## config.mk

```make
export PLATFORM = sky130hd
export DESIGN_NAME = alt_vipitc131_common_sync_filtered
export DESIGN_NICKNAME = d
export VERILOG_FILES = /design/src/rtl/alt_vipitc131_common_sync_filtered_pkg.sv /design/src/rtl/alt_vipitc131_common_sync_filter_chan.sv /design/src/rtl/alt_vipitc131_common_sync_filtered.sv
export SDC_FILE = /design/constraint.sdc
export NUM_CORES = 1
export LEC_CHECK = 0
export ABC_AREA = 1
export CORE_AREA = 2 2 39 41
export DETAILED_ROUTE_END_ITERATION = 16
export DIE_AREA = 0 0 41 43
export PLACE_DENSITY = 0.4
export SLEW_MARGIN = 0
export SYNTH_ARGS = -nofsm -noshare
export SYNTH_HDL_FRONTEND = slang
export SYNTH_SLANG_ARGS = --single-unit
export TNS_END_PERCENT = 20
```

## constraint.sdc

```tcl
create_clock -name sync_clock -period 1.1 [get_ports sync_clock]
set_input_delay 0.165 -clock sync_clock [delete_from_list [all_inputs] [get_ports sync_clock]]
set_output_delay 0.165 -clock sync_clock [all_outputs]
set_load 0.02 [all_outputs]
```

## src/rtl/alt_vipitc131_common_sync_filtered_pkg.sv

```systemverilog
// Shared helpers for the filtered input synchroniser: parameter legality
// checks and the persistence-counter width.
package alt_vipitc131_common_sync_filtered_pkg;

    localparam int SYNC_STAGES_MIN = 2;
    localparam int SYNC_STAGES_MAX = 4;
    localparam int FILTER_MAX      = 255;

    function automatic bit stages_legal(input int stages);
        return (stages >= SYNC_STAGES_MIN) && (stages <= SYNC_STAGES_MAX);
    endfunction

    function automatic bit filter_legal(input int filter_cycles);
        return (filter_cycles >= 0) && (filter_cycles <= FILTER_MAX);
    endfunction

    // Counter must hold FILTER_CYCLES-1; never narrower than one bit.
    function automatic int cnt_width(input int filter_cycles);
        return (filter_cycles < 2) ? 1 : $clog2(filter_cycles + 1);
    endfunction

endpackage

```

## src/rtl/alt_vipitc131_common_sync_filter_chan.sv

```systemverilog
// One channel: persistence filter on the synchronised level plus the
// registered rise/fall pulses that accompany each accepted change.
module alt_vipitc131_common_sync_filter_chan
    import alt_vipitc131_common_sync_filtered_pkg::*;
#(
    parameter int FILTER_CYCLES = 0
) (
    input  logic clk_i,
    input  logic rst_i,
    input  logic sync_i,
    output logic level_o,
    output logic rise_o,
    output logic fall_o,
    output logic change_d_o
);

    logic level_q, level_d;
    logic rise_q, rise_d;
    logic fall_q, fall_d;
    logic load;

    if (FILTER_CYCLES == 0) begin : g_nofilt
        assign load = sync_i ^ level_q;
    end else begin : g_filt
        localparam int CW = cnt_width(FILTER_CYCLES);
        localparam logic [CW-1:0] LAST = CW'(FILTER_CYCLES - 1);

        logic [CW-1:0] cnt_q, cnt_d;
        logic          hit;

        // Load happens exactly at LAST, so the counter never wraps.
        always_comb begin
            cnt_d = cnt_q + CW'(1);
            hit   = 1'b0;
            if (sync_i == level_q) begin
                cnt_d = '0;
            end else if (cnt_q == LAST) begin
                hit   = 1'b1;
                cnt_d = '0;
            end
        end

        always_ff @(posedge clk_i) begin
            if (rst_i) begin
                cnt_q <= '0;
            end else begin
                cnt_q <= cnt_d;
            end
        end

        assign load = hit;
    end

    always_comb begin
        level_d = load ? sync_i : level_q;
        rise_d  = load & sync_i;
        fall_d  = load & ~sync_i;
    end

    always_ff @(posedge clk_i) begin
        if (rst_i) begin
            level_q <= 1'b0;
            rise_q  <= 1'b0;
            fall_q  <= 1'b0;
        end else begin
            level_q <= level_d;
            rise_q  <= rise_d;
            fall_q  <= fall_d;
        end
    end

    assign level_o    = level_q;
    assign rise_o     = rise_q;
    assign fall_o     = fall_q;
    assign change_d_o = rise_d | fall_d;

endmodule

```

## src/rtl/alt_vipitc131_common_sync_filtered.sv

```systemverilog
// Multi-channel synchroniser into sync_clock with per-channel glitch filter,
// edge pulses and a combined change flag.
module alt_vipitc131_common_sync_filtered
    import alt_vipitc131_common_sync_filtered_pkg::*;
#(
    parameter int WIDTH           = 1,
    parameter int STAGES          = 2,
    parameter int FILTER_CYCLES   = 0,
    parameter int CLOCKS_ARE_SAME = 0
) (
    input  logic             sync_clock,
    input  logic             rst,
    input  logic [WIDTH-1:0] data_in,
    output logic [WIDTH-1:0] data_out,
    output logic [WIDTH-1:0] rise_pulse,
    output logic [WIDTH-1:0] fall_pulse,
    output logic             any_change
);

    if (!stages_legal(STAGES)) begin : g_bad_stages
        $error("alt_vipitc131_common_sync_filtered: STAGES must be 2..4");
    end
    if (!filter_legal(FILTER_CYCLES)) begin : g_bad_filter
        $error("alt_vipitc131_common_sync_filtered: FILTER_CYCLES must be 0..255");
    end

    logic [WIDTH-1:0] sync_s;
    logic [WIDTH-1:0] change_d;
    logic             any_change_q, any_change_d;

    if (CLOCKS_ARE_SAME != 0) begin : g_same
        logic [WIDTH-1:0] same_q;

        always_ff @(posedge sync_clock) begin
            if (rst) begin
                same_q <= '0;
            end else begin
                same_q <= data_in;
            end
        end

        assign sync_s = same_q;
    end else begin : g_sync
        // Only the first stage is the asynchronous capture point, so only it gets the false path.
        (* altera_attribute = "-name SYNCHRONIZER_IDENTIFICATION FORCED_IF_ASYNCHRONOUS; -name SDC_STATEMENT {set_false_path -to [get_keepers {*alt_vipitc131_common_sync_filtered*meta_q*}]}" *)
        logic [WIDTH-1:0] meta_q;
        (* altera_attribute = "-name SYNCHRONIZER_IDENTIFICATION FORCED_IF_ASYNCHRONOUS" *)
        logic [WIDTH-1:0] chain_q [STAGES-1];

        always_ff @(posedge sync_clock) begin
            if (rst) begin
                meta_q <= '0;
                for (int k = 0; k < STAGES - 1; k++) begin
                    chain_q[k] <= '0;
                end
            end else begin
                meta_q     <= data_in;
                chain_q[0] <= meta_q;
                for (int k = 1; k < STAGES - 1; k++) begin
                    chain_q[k] <= chain_q[k-1];
                end
            end
        end

        assign sync_s = chain_q[STAGES-2];
    end

    for (genvar i = 0; i < WIDTH; i++) begin : g_chan
        alt_vipitc131_common_sync_filter_chan #(
            .FILTER_CYCLES(FILTER_CYCLES)
        ) u_chan (
            .clk_i      (sync_clock),
            .rst_i      (rst),
            .sync_i     (sync_s[i]),
            .level_o    (data_out[i]),
            .rise_o     (rise_pulse[i]),
            .fall_o     (fall_pulse[i]),
            .change_d_o (change_d[i])
        );
    end

    // Built from the pulses' next values so it lands in the same cycle as them.
    assign any_change_d = |change_d;

    always_ff @(posedge sync_clock) begin
        if (rst) begin
            any_change_q <= 1'b0;
        end else begin
            any_change_q <= any_change_d;
        end
    end

    assign any_change = any_change_q;

endmodule

```

Yosys cells after proc, flatten, opt, wreduce, memory -nomap -nowiden. Memories as Yosys holds them, arrays and structs flattened. Cells that the tools add are included.

Magnitude comparators: 0. Muxes and demuxes: 5. $mul: 0. Reductions and logical operators: 1. Add/subtract/negate cells: 0. Div/mod/pow operators: 0. Bitwise operators: 5. Equality and inequality tests: 0. Shift operators: 0.

Operators with widths (number): 2-to-1 mux 1 bit (5); AND 1 bit (2); inverter 1 bit (1); OR 1 bit (1); OR reduction 1 bit (1); bitwise XOR 1 bit (1).

Memories: 1. Logic and storage cells: 17. Bits in latches: 0. Bits in read-only memories: 0. Register bits after elaboration: 5. Bits in writable memories: 1.

Memories: g_sync.chain_q (depth 1, bits a word 1, read ports 1, clocked after memory_dff 0, wr ports 1, line alt_vipitc131_common_sync_filtered.sv:48) `logic [WIDTH-1:0] chain_q [STAGES-1];`.

Logic depth before layout (Yosys ltp).
Depth after elaboration: 3. Gate-level depth with buffers: 5. Depth with buffers taken out: 5.

Modules after synthesis. A second synthesis with hierarchy kept.

Cells, all modules: 26. Area, all modules: 215.2 um^2.

By module, submodules not included: alt_vipitc131_common_sync_filter_chan (cells each 17, area an instance 132.6 um^2, instances 1, sequential area each 60.1 um^2); alt_vipitc131_common_sync_filtered (cells each 9, area an instance 82.6 um^2, instances 1, sequential area each 60.1 um^2).

Least setup slack after synthesis. No wires, ideal clock.

Path type: reg-to-reg. Start point: register g_chan[0].u_chan.level_q. End point: register g_chan[0].u_chan.level_q. Library setup time: 113 ps. Slack: 20 ps. Cell stages (with the launch flop): 5. Data arrival time: 967 ps. Required time: 987 ps. Period minus slack after synthesis: 1080 ps. Cell sequence: dfxtp_1 > inv_1 > ha_1 > nor2_1 > nor2_1.

Cells in the longest elaborated chain, start to end: 1.

RTL lines: start: declaration (line alt_vipitc131_common_sync_filter_chan.sv:17) `logic level_q, level_d;`; start signal: assignment (line alt_vipitc131_common_sync_filter_chan.sv:66) `level_q <= level_d;`; bitwise XOR 1 bit (line alt_vipitc131_common_sync_filter_chan.sv:23) `assign load = sync_i ^ level_q;`.

No other way between the ends. A chain may end at the register's enable or synchronous reset.

Final worst setup path.
Start point: register g_chan[0].u_chan.level_q. End point: output data_out.

RTL lines: end: declaration (line alt_vipitc131_common_sync_filtered.sv:14) `output logic [WIDTH-1:0] data_out,`.

No word-level cell between the ends.

==> results.rst <==
.. list-table::
   :header-rows: 1

   * - Metric
     - Value
   * - Combinational fraction of design power
     - a little under a fifth
   * - Vias in the first global route
     - approximately 140
   * - Post-route cell area
     - 323 um^2
   * - Number of iterations in the first detailed-routing pass
     - 2
   * - Count of pins over their slew limit
     - 0
   * - Family with the most delay on the worst path
     - buffers and inverters
   * - Overall via count from detail_route
     - roughly 170
   * - Final Hold Violating Endpoints
     - 0
   * - Number of DRC markers in iteration 0
     - 4
   * - Fraction of met2 tracks used by global routing
     - 6.25%
   * - CP bufs+invs
     - 1
   * - Design internal power
     - 0.000408 W
   * - Synth warnings
     - 0
   * - Commonest cells after routing, fill and taps aside
     - 7 x nor2_1, 6 x inv_1, 6 x dfxtp_1
   * - Buffer count from post-CTS setup fixing
     - 0
   * - Largest stage delay on the critical path
     - between 0.3 and 0.4 ns
   * - Global-route wire length before repair
     - between 400 and 500 um
   * - RePlAce Congestion
     - about 0.6
   * - Power share of the clock group
     - 36.7%
   * - Clock slew at the register clock pins of the worst setup and hold paths
     - around 0.040 ns
   * - FF+latch count, synth
     - 6
   * - Sort of element at the start of the critical path
     - flop
   * - Cell-by-cell trace of the critical path
     - dlygate4sd2_1
   * - Setup slack of the worst register-to-register path
     - 0.10 ns
   * - Inserted Clock Buffers
     - 3
   * - Average cell area after synthesis
     - ~8.5 um^2
   * - Setup TNS after final layout
     - 0 ns
   * - Proportion of netlist area held by the largest area contributor
     - 58.5%
   * - Top-level I/O count
     - 7
   * - Aggregate global-route resource usage
     - under 10%
   * - Number of setup violations in the final report
     - 0
   * - Initial core utilization
     - 14.8%
   * - Die outline area
     - 0.00176 mm^2
   * - Final HPWL from detailed placement
     - ~230 um
   * - Remaining antenna violation count
     - 0
   * - Slew at the pin with the worst max-slew slack
     - between 0.2 and 0.25 ns
   * - Detailed-route wire length per cell
     - between 6 and 7 um
   * - Type of element capturing the critical path
     - primary output
   * - Routed WL
     - 307 um
   * - Run status
     - complete, no violations
   * - Category of the most critical setup path
     - flop to primary output
   * - Final hold slack
     - ~0.40 ns
   * - Congestion Overflow GR
     - 0
   * - Largest net degree at the start of global routing
     - 7
   * - Dominant cell type by area after synthesis
     - dfxtp_1
   * - Remaining max-slew budget at the tightest pin
     - 84.5%
   * - Worst Path Arrival
     - 0.89 ns
   * - Net switching power
     - approximately 0.00014 W
   * - Lkg Pwr
     - between 0.15 and 0.2 nW
   * - Number of antenna violations at the first check in global routing
     - 0
   * - Top achievable clock speed
     - between 0.9 and 1 GHz
   * - Placed inst area
     - slightly below 300 um^2
   * - Tightest Hold Check Type
     - flop to flop
   * - Unrepaired setup endpoints after global routing
     - false
   * - Cell at the root of the clock tree
     - clkbuf_4
   * - Synth-to-Final Area Change
     - 57.3%
   * - GR met3 Demand/Resource
     - 7.85%
   * - Final critical-path share of the clock period
     - approximately 96%
   * - Number of remaining DRC errors
     - 0
   * - Most common cell after layout, fill and taps aside
     - nor2_1
   * - Sw frac
     - between 20% and 30%
   * - Die width
     - ~41 um
   * - Post-synth design cell area
     - ~210 um^2
   * - Buffers on Ports
     - 6
   * - Total Power Consumption
     - approximately 0.00055 W
   * - # rows
     - 14
   * - Hold-fix buffers at CTS
     - 0
   * - Share of layout cells above drive strength 1
     - 17.6%
   * - CTS tree
     - done
   * - H-tree levels
     - 1
   * - Maximum buffer depth of the clock tree
     - 2
   * - Routing layer with the top usage in global route
     - met3
   * - Syn nets
     - 29
   * - CTS Sinks
     - 6
   * - Worst vdd rail ir drop
     - between 500 and 600 uV
   * - # diodes
     - 0
   * - Nets
     - approximately 40
   * - CP max-delay cell
     - dlygate4sd2_1
   * - Final clock skew
     - 0.00109 ns
   * - Height of the die
     - 43 um
   * - Number of max-cap violations
     - 0
   * - Final worst path period need
     - roughly 1.1 ns
   * - Ranking of synthesized cells by area
     - dfxtp_1 59%, nor2_1 13%, ha_1 12%
   * - DR vias/cell
     - ~3.3
   * - Core Footprint
     - 0.00138 mm^2
   * - Grt met1 use
     - about 3.6%
   * - Syn Inst Count
     - 24
   * - Critical-path maximum fanout
     - 2
   * - Cell variety after synth
     - 6
   * - CP required
     - 0.94 ns
   * - Seq pwr share
     - about 44%
   * - Worst-skew pair later-pin latency
     - 0.24 ns
   * - Seq/Total Area, Yosys
     - around three fifths
   * - Power density over the cells
     - 1700 mW/mm^2
## path summary, 6_finish.rpt
check | from | endpoint | cells past startpoint
setup reg to reg | g_chan[0].u_chan.level_o | g_chan[0].u_chan.level_o | 6
hold / removal | g_sync.meta_q | g_sync.chain_q[0] | 2
setup / recovery | g_chan[0].u_chan.level_o | data_out | 1
hold reg to reg | g_sync.meta_q | g_sync.chain_q[0] | 2
## kinds of logic after synthesis
logic type	Yosys count	synth area share, %
simple gates	9	16.5
buf+inv	7	12.8
flops	6	58.5
fa+ha+maj	2	12.2
## sequential cells by signal, summed over array words and instances (netlist names)
signal                 flops
g_chan.u_chan.fall_o       1
g_sync.meta_q              1
any_change                 1
g_sync.chain_q             1
g_chan.u_chan.rise_o       1
g_chan.u_chan.level_o      1
## synthesized netlist by cell type
library cell / instances
inv_1: 6
nand2_1: 2
inv_2: 1
nor2_1: 7
dfxtp_1: 6
ha_1: 2
## layout make-up
cell class                      count  area [um^2]
Fill cell                         157         1060
Sequential cell                     6          120
Multi-Input combinational cell     11         71.3
Timing Repair Buffer                7         62.6
Inverter                            7         26.3
Clock buffer                        3         22.5
Tap cell                           16         20.0
## tightest hold or removal path, stage by stage, from the launching register on
cell     delay (ns)
dfxtp_1        0.29
inv_1          0.04
nor2_1         0.03
## through the flow
step | utilization [%] | std cells | setup WS, ns
after global placement | 21.2 | 47 | 0.0365
after detailed placement | 21.2 | 47 | 0.0300
after global routing | 23.3 | 50 | 0.0114
after CTS | 22.4 | 50 | 0.0316
final | 23.3 | 50 | 0.0467
after floorplan | - | 24 | 0.0201
## power by group through the flow
stage                     Combinational, W  Sequential [W]  Clock [W]
after floorplan                  0.0000341        0.000267          0
after global placement            0.000106        0.000246          0
after detailed placement          0.000107        0.000247          0
after CTS                        0.0000970        0.000242   0.000214
after global routing              0.000117        0.000244   0.000222
final                             0.000104        0.000242   0.000201
## routing by layer
metal | wire (um) | share of wire [%]
met2 | 127 | 41
met3 | 59 | 19
met1 | 116 | 38
met4 | 4 | 1.3
met5 | 0 | 0
## repair_timing
action | 4_1_cts | 5_1_grt
gates resized for setup | 4 | 1
endpoints found under the setup margin | 4 | 1
pin swaps | 0 | 1
gates cloned | 0 | 0
Note: power is estimated with default switching activity, not from simulation.
==> patch 1 (same flow settings) <==
Set the parameter `STAGES` to 4 (it was 2).
--- a/src/rtl/alt_vipitc131_common_sync_filtered.sv
+++ b/src/rtl/alt_vipitc131_common_sync_filtered.sv
@@ -5,5 +5,5 @@
 #(
     parameter int WIDTH           = 1,
-    parameter int STAGES          = 2,
+    parameter int STAGES          = 4,
     parameter int FILTER_CYCLES   = 0,
     parameter int CLOCKS_ARE_SAME = 0
Check against the original RTL: not equivalent (Yosys sat finds a counterexample within 4 cycles, from zero or initial values and one cycle with rst high).
==> patch 1 against the unedited design <==
  * Total power up 13%
  * Clock power up 6%
  * Wire length up 17%
  * Final area up 18%
  * Clock skew down 0.00067 ns
  * Hold slack better by 0.0019 ns
  * Core utilization up 4.2 points
  * Sequential cell count up 2
  * Count of clock-buffer cells in the layout unchanged
  * Synthesized area up 35%
  * Maximum frequency up 1.5%
  * Worst setup slack better by 0.016 ns
  * Largest cell class unchanged
  * Largest power group unchanged
==> patch 1: results (changes against the unedited design) <==
| Metric | Value |
|---|---|
| Status | complete, no violations |
| Clk_skew | 0.000418 ns (-0.000672 ns) |
| Vias | 197 (+18%) |
| WL final | 360 um (+17%) |
| Critical R2R Launch | g_chan[0].u_chan.level_o$_SDFFE_PP0P_ |
| Slowest CP cell | dfxtp_2 |
| Peak supply drop | 489 uV (-4.3%) |
| Filler instances | 153 (-2.5%) |
| Biggest register | g_sync.chain_q |
| Vias in the first global route | 212 (+47%) |
| Largest delay share family, worst path | flip-flops |
| Detailed Place HPWL | 302 um (+31%) |
| Largest register FFs | 3 |
| Initial antenna violation count | 0 (unchanged) |
| Non-Filler Instances | 57 (+14%) |
| Clock latency on the worst-skew pair | 0.24 ns (about the same) |
| Dominant synthesized flop cell | dfxtp_1 |
| Crit path launch type | flop |
| Gpl congestion | 0.612 (+1.8%) |
| Number of library cell types mapped by synthesis | 9 (+3) |
| Final Cell Area | 380 um2 (+18%) |
| Layout cell share with drive strength beyond 1 | 22.0% (+4.3 points) |
| First-pass GRT wire length | 738 um (+49%) |
| Initial drt markers | 5 (+1) |
| TritonCTS buffer count | 3 (unchanged) |
| Hold path start | g_sync.chain_q[0][0]$_SDFF_PP0_ |
| Post CTS Setup Buffer Count | 0 (unchanged) |
| Worst min path class | reg -> reg |
| Syn nets | 36 (+24%) |
| Drt pass-1 iters | 2 (unchanged) |
| Antenna diode count | 0 (unchanged) |
| Ys Warns | 0 (unchanged) |
| DP Worst Slack | 0.0147 ns (-0.0153 ns) |
| WP data arrival | 0.87 ns (-0.02 ns) |
| Post-synthesis instance total | 31 (+29%) |
| Top cells by area, synth | dfxtp_1, inv_1, nor2_1 |
| Largest net degree at the start of global routing | 5 (-2) |
| Seq/Total Area, Yosys | 57.9% (-0.62 points) |
| Clk root buf | clkbuf_4 |
| Buffers on Ports | 6 (unchanged) |
| Dpl cells | 54 (+15%) |
| Critical Path Max Stage Delay | 0.33 ns (about the same) |
| Most frequent cells after synthesis | dfxtp_1, inv_1, nor2_1 |
| Final nets | 48 (+17%) |
| H-tree levels | 1 (unchanged) |
| Ys async rst share | 0% (unchanged) |
| Leakage power | 0.187 nW (+15%) |
| GRT Util Overall | 6.94% (+1.7 points) |
| CP Max Fanout | 3 (+1) |
| Deepest clock path buffer count | 2 (unchanged) |
| Worst-path clk slew | 0.05 ns |
| Area after DPL | 362 um2 (+24%) |
| Slew @ Worst Pin | 0.206 ns (-0.0258 ns) |
| Sw Pwr | 145 uW (+3.9%) |
-- patch 1: cell type report --
| class | count | share of cell area [%] |
|---|---|---|
| inverter | 9 | 8.88 |
| tap | 16 | 5.26 |
| sequential | 8 | 42.4 |
| multi-input combinational | 13 | 18.7 |
| clock buffer | 3 | 5.92 |
| timing repair buffer | 8 | 18.7 |
-- patch 1: worst paths after layout --
| path | endpoint | slack [ns] | depth (start not counted) |
|---|---|---|---|
| max | data_out | 0.06 | 1 |
| min | g_sync.chain_q[0][1]$_SDFF_PP0_ | 0.40 | 2 |
| max reg2reg | g_chan[0].u_chan.level_o$_SDFFE_PP0P_ | 0.13 | 4 |
| min reg2reg | g_sync.chain_q[0][1]$_SDFF_PP0_ | 0.40 | 2 |
-- patch 1: worst min-delay path: cells and delay by family (launching register included) --
family        cells  cell delay [ns]
flops             1             0.29
buf+inv           1             0.04
simple gates      1             0.03
-- patch 1: power groups by stage --
stage	clock network, mW	logic [mW]	registers [mW]
finish	0.213	0.0894	0.315
CTS	0.231	0.0909	0.315
floorplan	0	0.0429	0.337
global route	0.251	0.100	0.317
detailed placement	0	0.0986	0.322
global placement	0	0.0963	0.321
-- patch 1: what timing repair did --
item / in CTS / in global routing
resized for setup: 4 / 1
endpoints found under the hold margin: 0 / 0
endpoints found under the setup margin: 4 / 1
-- patch 1: kinds of logic (layout without fill, tap and decap cells) --
logic type                 Yosys count  after routing  synth area share [%]
DFF                                  8              8                  57.9
and+or+nand+nor                     11             11                  16.7
buffers and inverters               10             20                  16.3
adders and majority gates            2              2                  9.05
-- patch 1: layer usage --
layer  GRT usage [%]  vias up  share of wire [%]
met2            10.6        5                 54
met3            3.14        0                8.9
met4            8.00        0                  0
li1                -      107                  -
met5               0        -                  0
met1            5.50       85                 36
==> patch 2 (same settings) <==
Without the edit above. The output `any_change` loses its register stage (`any_change_q` becomes a continuous assignment).
--- a/src/rtl/alt_vipitc131_common_sync_filtered.sv
+++ b/src/rtl/alt_vipitc131_common_sync_filtered.sv
@@ -83,11 +83,5 @@
     assign any_change_d = |change_d;
 
-    always_ff @(posedge sync_clock) begin
-        if (rst) begin
-            any_change_q <= 1'b0;
-        end else begin
-            any_change_q <= any_change_d;
-        end
-    end
+    assign any_change_q = any_change_d;
 
     assign any_change = any_change_q;
Check against the original RTL: not equivalent (a bounded check fails within 4 cycles, from zero or initial values and one cycle with rst high).
==> patch 2 against the unedited design <==
  * The flow now finishes with violations (negative setup slack)
  * First-iteration DRC count unchanged
  * Combinational power grew 33%
  * Clock power grew 2%
  * Sequential cell count decreased by 1
  * Worst setup slack worse by 0.13 ns
  * Total power rose by 0.11%
  * Synthesized cell count fell by 4.2%
  * Synthesized area fell by 8.5%
  * Critical path depth rose by 3
  * Largest cell class unchanged
  * Wire length rose by 2.0%
  * Hold slack gained 0.0063 ns
  * Via count decreased by 0.60%
  * Critical path type unchanged
  * Final area rose by 0.39%
  * Highest routed layer is now met3
==> patch 2: results (changes against the unedited design) <==
| Metric | Value |
|---|---|
| Status | finished with violations |
| Failing checks | negative setup slack |
| Leakage power | 0.167 nW (+2.8%) |
| First-pass GRT wire length | 593 um (+20%) |
| Wire length on met2 | 133 um (+4.7%) |
| Comb pwr share | 25.1% (+6.1 points) |
| Vias in the first global route | 160 (+11%) |
| Vias | 166 (-0.60%) |
| Layout cell share with drive strength beyond 1 | 38.9% (+21 points) |
| GRT Util Overall | 5.83% (+0.60 points) |
| Filler instances | 158 (+0.64%) |
| Top cells by area, synth | dfxtp_1, inv_1, ha_1 |
| Slowest CP cell | dfxtp_2 |
| Non-Filler Instances | 52 (+4.0%) |
| Final setup vio count | 1 (+1) |
| Fin crit share | 108% (+12 points) |
| Largest net degree at the start of global routing | 6 (-1) |
| Number of library cell types mapped by synthesis | 7 (+1) |
| Crit path to | any_change |
| WP data arrival | 1.02 ns (+0.13 ns) |
| Largest delay share family, worst path | flip-flops |
| Met1 Routed Length | 122 um (+5.2%) |
| Seq/Total Area, Yosys | 53.3% (-5.2 points) |
| DP Worst Slack | -0.372 ns (-0.402 ns) |
| Syn nets | 28 (-3.4%) |
| Met2 usage in global routing | 6.56% (+0.31 points) |
| Gpl congestion | 0.591 (-1.6%) |
| Peak supply drop | 613 uV (+20%) |
| Setup TNS | -0.0845 ns (-0.0845 ns) |
| Detailed Place HPWL | 256 um (+11%) |
| Top routing layer used | met3 |
| Final worst setup slack | -0.0845 ns (-0.131 ns) |
| Routed length on met3 | 57 um (-3.4%) |
[patch 2: changes by cell type in the layout (fill, tap and decap cells not counted)]
cell,before,now
inv_2,1,3
dfxtp_1,6,4
nor2_2,0,1
dlygate4sd2_1,4,2
inv_1,6,5
nor2_1,7,5
buf_4,1,3
buf_6,0,1
buf_2,0,1
clkbuf_1,0,1
dfxtp_2,0,1
[patch 2: cell families (layout without fill, tap and decap cells)]
group	after synthesis	in the layout	share of synthesized area (%)
adders and majority gates	2	2	13.3
DFF	5	5	53.3
and+or+nand+nor	8	8	17.3
buffers and inverters	8	21	16.0
[patch 2: area by class of cell]
| class | count | area (um2) | share of cell area, % |
|---|---|---|---|
| multi-input cells | 10 | 70.1 | 21.6 |
| clock buffers | 4 | 26.3 | 8.11 |
| well taps | 16 | 20.0 | 6.18 |
| inverters | 8 | 30.0 | 9.27 |
| flip-flops and latches | 5 | 101 | 31.3 |
| repair buffers | 9 | 76.3 | 23.6 |
